### config.mk
export PLATFORM = sky130hd
export DESIGN_NAME = cipher_sched
export DESIGN_NICKNAME = d
export VERILOG_FILES = /design/src/rtl/cipher_pkg.sv /design/src/rtl/sync_rise.sv /design/src/rtl/cipher_sched.sv
export SDC_FILE = /design/constraint.sdc
export NUM_CORES = 1
export LEC_CHECK = 0
export BUFFER_PORTS_ARGS = -buffer_cell sky130_fd_sc_hd__clkbuf_2
export CELL_PAD_IN_SITES_DETAIL_PLACEMENT = 1
export CELL_PAD_IN_SITES_GLOBAL_PLACEMENT = 1
export CORE_MARGIN = 3
export CORE_UTILIZATION = 34
export CTS_CLUSTER_DIAMETER = 50
export DETAILED_ROUTE_END_ITERATION = 7
export PLACE_DENSITY_LB_ADDON = 0.1
export REMOVE_ABC_BUFFERS = 1
export SLEW_MARGIN = 20
export SYNTH_ARGS = -nofsm -noshare
export SYNTH_HDL_FRONTEND = slang
export SYNTH_SLANG_ARGS = --single-unit
### constraint.sdc
create_clock -name sys_clk_i -period 9.65 [get_ports sys_clk_i]
set_input_delay 0.965 -clock sys_clk_i [delete_from_list [all_inputs] [get_ports sys_clk_i]]
set_output_delay 0.965 -clock sys_clk_i [all_outputs]
set_load 0.01 [all_outputs]
### src/rtl/cipher_pkg.sv
// Shared definitions for the cipher core scheduler.
// Holds data/key widths, the post-reset key, the default RUN timeout and
// the scheduler state encoding, plus the round-robin pick helper.
package cipher_pkg;

    localparam int unsigned DATA_W          = 64;
    localparam int unsigned KEY_W           = 80;
    localparam int unsigned TIMEOUT_CYC_DEF = 20000;

    localparam logic [KEY_W-1:0] DEFAULT_KEY = 80'hffff_ffff_ffff_ffff_ffff;

    typedef enum logic [1:0] {
        StIdle,
        StRun,
        StDrain,
        StResp
    } sched_state_e;

    // Returns the index of the requester to grant. On a tie the requester
    // that was not served last wins; a single valid requester always wins.
    function automatic logic rr_pick(input logic [1:0] valid, input logic last_grant);
        logic pick;
        if (valid == 2'b11) begin
            pick = ~last_grant;
        end else begin
            pick = valid[1];
        end
        return pick;
    endfunction

endpackage

### src/rtl/sync_rise.sv
// Two-flop synchronizer for a level crossing into clk_i, with a rising-edge
// detect taken from an extra edge register behind the synchronizer.
// Ports:
//   clk_i    destination clock
//   rst_i    asynchronous active-high reset, clears all flops
//   d_i      asynchronous level input
//   level_o  synchronized level
//   rise_o   one-cycle pulse on a synchronized 0->1 transition
module sync_rise (
    input  logic clk_i,
    input  logic rst_i,
    input  logic d_i,
    output logic level_o,
    output logic rise_o
);

    logic meta_q;
    logic sync_q;
    logic prev_q;

    always_ff @(posedge clk_i or posedge rst_i) begin
        if (rst_i) begin
            meta_q <= 1'b0;
            sync_q <= 1'b0;
            prev_q <= 1'b0;
        end else begin
            meta_q <= d_i;
            sync_q <= meta_q;
            prev_q <= sync_q;
        end
    end

    // Built only from flops past the metastable stage, so it is glitch-free.
    assign level_o = sync_q;
    assign rise_o  = sync_q & ~prev_q;

endmodule

### src/rtl/cipher_sched.sv
// Round-robin sequencer sharing one block-cipher core between two requesters.
// Accepts a plaintext from the granted requester, holds the core's level
// start handshake until the (asynchronous) end level rises or a timeout
// expires, waits for end to fall again, then returns the result or a timeout
// error to the owning requester.
// Ports:
//   sys_clk_i, sys_rst_i     clock, asynchronous active-high reset
//   req_valid_i/req_data*_i  requests; req_ready_o one-hot accept strobe
//   rsp_valid_o/rsp_data_o   one-hot response to the owner, rsp_err_o = timeout
//   rsp_ready_i              per-requester response accept
//   key_wr_i/key_data_i      key shadow update, applied at the next launch
//   core_start_o/state/keys  core launch handshake and operands
//   core_end_i/core_result_i core completion level and result
//   busy_o                   high whenever not idle
module cipher_sched
    import cipher_pkg::*;
#(
    parameter int unsigned TIMEOUT_CYC = TIMEOUT_CYC_DEF
) (
    input  logic              sys_clk_i,
    input  logic              sys_rst_i,
    input  logic [1:0]        req_valid_i,
    input  logic [DATA_W-1:0] req_data0_i,
    input  logic [DATA_W-1:0] req_data1_i,
    output logic [1:0]        req_ready_o,
    output logic [1:0]        rsp_valid_o,
    output logic [DATA_W-1:0] rsp_data_o,
    output logic              rsp_err_o,
    input  logic [1:0]        rsp_ready_i,
    input  logic              key_wr_i,
    input  logic [KEY_W-1:0]  key_data_i,
    output logic              core_start_o,
    output logic [DATA_W-1:0] core_state_o,
    output logic [KEY_W-1:0]  core_keys_o,
    input  logic              core_end_i,
    input  logic [DATA_W-1:0] core_result_i,
    output logic              busy_o
);

    localparam int unsigned CntW = (TIMEOUT_CYC > 1) ? $clog2(TIMEOUT_CYC) : 1;
    localparam logic [CntW-1:0] CntLast = CntW'(TIMEOUT_CYC - 1);

    sched_state_e      state_q;
    logic              owner_q;
    logic              last_grant_q;
    logic [CntW-1:0]   cnt_q;
    logic              core_start_q;
    logic [DATA_W-1:0] core_state_q;
    logic [KEY_W-1:0]  core_keys_q;
    logic [KEY_W-1:0]  key_shadow_q;
    logic [DATA_W-1:0] rsp_data_q;
    logic              rsp_err_q;

    logic end_level;
    logic end_rise;
    logic any_req;
    logic grant;
    logic owner_ready;

    sync_rise u_end_sync (
        .clk_i   (sys_clk_i),
        .rst_i   (sys_rst_i),
        .d_i     (core_end_i),
        .level_o (end_level),
        .rise_o  (end_rise)
    );

    assign any_req     = |req_valid_i;
    assign grant       = rr_pick(req_valid_i, last_grant_q);
    assign owner_ready = owner_q ? rsp_ready_i[1] : rsp_ready_i[0];

    always_ff @(posedge sys_clk_i or posedge sys_rst_i) begin
        if (sys_rst_i) begin
            state_q      <= StIdle;
            owner_q      <= 1'b0;
            last_grant_q <= 1'b1;
            cnt_q        <= '0;
            core_start_q <= 1'b0;
            core_state_q <= '0;
            core_keys_q  <= DEFAULT_KEY;
            key_shadow_q <= DEFAULT_KEY;
            rsp_data_q   <= '0;
            rsp_err_q    <= 1'b0;
        end else begin
            // The launch below samples the old shadow, so a key written in
            // the accept cycle only applies from the next request on.
            if (key_wr_i) begin
                key_shadow_q <= key_data_i;
            end

            case (state_q)
                StIdle: begin
                    if (any_req) begin
                        core_state_q <= grant ? req_data1_i : req_data0_i;
                        core_keys_q  <= key_shadow_q;
                        owner_q      <= grant;
                        core_start_q <= 1'b1;
                        cnt_q        <= '0;
                        state_q      <= StRun;
                    end
                end
                StRun: begin
                    // Rise is tested first so it wins over a same-cycle timeout.
                    if (end_rise) begin
                        rsp_data_q   <= core_result_i;
                        rsp_err_q    <= 1'b0;
                        core_start_q <= 1'b0;
                        state_q      <= StDrain;
                    end else if (cnt_q == CntLast) begin
                        rsp_data_q   <= '0;
                        rsp_err_q    <= 1'b1;
                        core_start_q <= 1'b0;
                        state_q      <= StDrain;
                    end else begin
                        cnt_q <= cnt_q + 1'b1;
                    end
                end
                StDrain: begin
                    // The core must drop end before it can see a fresh start.
                    if (!end_level) begin
                        state_q <= StResp;
                    end
                end
                StResp: begin
                    if (owner_ready) begin
                        last_grant_q <= owner_q;
                        state_q      <= StIdle;
                    end
                end
                default: begin
                    state_q <= StIdle;
                end
            endcase
        end
    end

    assign req_ready_o  = (state_q == StIdle && any_req) ? (grant ? 2'b10 : 2'b01) : 2'b00;
    assign rsp_valid_o  = (state_q == StResp) ? (owner_q ? 2'b10 : 2'b01) : 2'b00;
    assign rsp_data_o   = rsp_data_q;
    assign rsp_err_o    = rsp_err_q;
    assign core_start_o = core_start_q;
    assign core_state_o = core_state_q;
    assign core_keys_o  = core_keys_q;
    assign busy_o       = (state_q != StIdle);

endmodule

==> results.md <==
* Outcome: finished, violations left
* Failing checks: design-rule violations
* CP Class: primary input to register
* Most frequent cells in the layout: clkbuf_2 (493), mux2_1 (161), dfstp_2 (161), dfrtp_1 (151), inv_1 (70)
* Finished Layout Cells at 1817
* Peak VDD IR at 0.160 mV
* Clock latency on the worst-skew pair at 0.51 ns
* Cell count after synthesis at 844
* Reg-to-reg endpoint: cnt_q[13]
* WL final at 38.5 mm
* Core area at 0.0351 mm^2
* Slew headroom at 30.5%
* Post-Place Cells at 1744
* Critical Path AT at 3.47 ns
* Sequential area share after synthesis at 65.2%
* Fin crit share at 31.7%
* Min Clock Period, post-route at 3.06 ns
* Maximum fanout along the worst path at 58
* Max Clock Freq at 327 MHz
* Mapped Avg Cell Area at 14.5 um^2
* CP max stage delay at 0.83 ns
* Fraction of registers with async set/reset at 100%
* Final Wtd Congestion at 0.857
* Slew of the pin with the lowest slew margin at 1.04 ns
* Area Overhead vs Synth at 34.6%
* Register-to-Register Path Depth at 7
* Final hold violation count at 0
* GRT Total Usage at 19.2%
* Cts repair resizes at 0
* Chip height at 196 um
* Vias/cell at 5.03
* Highest-delay cell along the critical path: o21ai_4
* Number of core rows at 68
* Initial antenna violation count at 3
* Hold Startpoint: u_end_sync.meta_q
* Reg-to-reg slack, setup at 6.79 ns
* # nets final at 1616
* Iter 0 DRT Violations at 640
* Final setup violating endpoints at 0
* Max Slew Vio Count at 0
* Crit path capture type: register
* R2r startpoint: state_q[0]
* Post CTS Setup Buffer Count at 0
* Crit path from: req_valid_i[1]
* DP Area at 0.0152 mm^2
* Post-route setup slack at 6.59 ns
* Num CTS Buffers at 39
* Hpwl dp at 28.0 mm
* Clk sink count at 312
* Post-Syn Area at 0.0123 mm^2
* Synthesis-stage register bit count at 312
* CTS clk-pin slew, worst paths at 0.06 ns
* Wire length per cell at 21.2 um
* Worst path required time at 10.06 ns
* P_leak at 8.25 nW
* I/O Buffers at 494
* DR pass1 iterations at 8
* Tot Pwr at 5.46 mW
* I/O pin count at 495
* Final ANT Viol Nets at 0
* Starting Density at 35.0%
* Pwr dens at 330 mW/mm^2
* First-pass GRT wire length at 58.5 mm
* Die area at 0.0384 mm^2
* Post-synth EDFFs at 0
* Hold Path Class: register to register
* Setup WS pre-CTS at 6.01 ns
* Worst Skew at 0.0171 ns
* Post-route cell area at 0.0165 mm^2
* DR DRC count at 4
* Clock Path Buffers at 3
* Vias in the first global route at 9569
* Number of fill cells at 3727
* Largest net degree at the start of global routing at 135
* Ys Warns at 0
* Post-synth top area cell: dfstp_2
* TritonCTS clock tree: built
* Post-synth top flop: dfstp_2
* Worst setup path endpoint: cnt_q[5]
* Vias at 9139
* RSZ-0062 raised after global routing: no
* Setup TNS at 0 ns
* GRT Residual Overflow at 0
* Startpoint types: primary input
* Max Cap Viol at 0
* CTS root buf: clkbuf_16
* Most common cell after layout, fill and taps aside: clkbuf_2
* Hold buffer count at cts at 0
* Number of H-tree levels at 2
* Die X-Extent at 196 um
* Ranking of synthesized cells by area: dfstp_2 (34%), dfrtp_1 (31%), mux2_1 (15%)
* Post-synth top area share at 34.5%
* Post-synthesis cell type count at 44
* Layout cell share with drive strength beyond 1 at 54.2%
* Critical Path, Cell by Cell: clkbuf_2, o21ai_4, buf_4, nor2_1, a211oi_1
==> worst min path at each step <==
stage	end	slack [ns]	depth (start not counted)
global placement	u_end_sync.level_o	0.34	0
detailed placement	u_end_sync.level_o	0.34	0
finish	u_end_sync.level_o	0.35	0
floorplan	u_end_sync.level_o	0.33	0
CTS	u_end_sync.level_o	0.35	0
global route	u_end_sync.level_o	0.37	0
==> stage by stage <==
step	util, %	hold WS (ns)
floorplan	-	0.331
global placement	43.3	0.337
detailed placement	43.3	0.340
CTS	47.1	0.350
global route	47.1	0.368
finish	47.1	0.349
==> routing by layer <==
metal / track usage (%) / wire length (um)
met3: 5.50 / 2950
met5: 0 / 0
met1: 24.7 / 15900
met4: 4.46 / 704
met2: 32.4 / 18900
==> cell families after synthesis <==
kind of cell | Yosys count | synth area share [%]
DFF | 312 | 65.2
muxes | 167 | 15.3
AOI/OAI and AO/OA | 165 | 11.8
buffers and inverters | 130 | 4.24
and+or+nand+nor | 64 | 2.88
adders and majority gates | 6 | 0.612
==> cell type report <==
| cell class | instances | area, um^2 | area share [%] |
|---|---|---|---|
| timing repair buffer | 504 | 2550 | 15.4 |
| sequential | 312 | 8010 | 48.5 |
| clock buffer | 57 | 1140 | 6.92 |
| antenna | 3 | 7.51 | 0.0455 |
| multi-input combinational | 402 | 3780 | 22.9 |
| clock inverter | 13 | 181 | 1.10 |
| inverter | 71 | 274 | 1.66 |
| tap | 455 | 569 | 3.45 |
==> synthesized netlist by cell type, drive strengths merged, types with 3 or more instances <==
library cell,n
o31ai,4
clkbuf,33
dfstp,161
dfrtp,151
nand2,16
nand3,5
ha,6
mux2,161
or4,4
buf,26
a22o,64
a21o,3
nand2b,4
o21ai,7
nand4,5
and3,6
a21oi,11
inv,71
mux2i,6
a222oi,64
nor2,11
==> report_power, final <==
part / internal [mW] / switching, mW
Combinational: 0.780 / 0.957
Clock: 0.930 / 0.546
Sequential: 1.95 / 0.293
==> flip-flops by register name, indices dropped and copies added (netlist names) <==
signal / flops
core_start_o: 1
key_shadow_q: 80
core_keys_o: 80
u_end_sync.meta_q: 1
core_state_o: 64
last_grant_q: 1
rsp_err_o: 1
rsp_data_o: 64
u_end_sync.level_o: 1
state_q: 2
u_end_sync.prev_q: 1
cnt_q: 15
owner_q: 1
==> worst max-delay path, delay by kind of cell <==
| family | cells | cell delay, ns |
|---|---|---|
| AO/OA/AOI/OAI | 2 | 1.15 |
| AND/OR/NAND/NOR | 1 | 0.39 |
| buffers and inverters | 2 | 0.94 |
No activity file was read; power rests on OpenSTA's default activity.
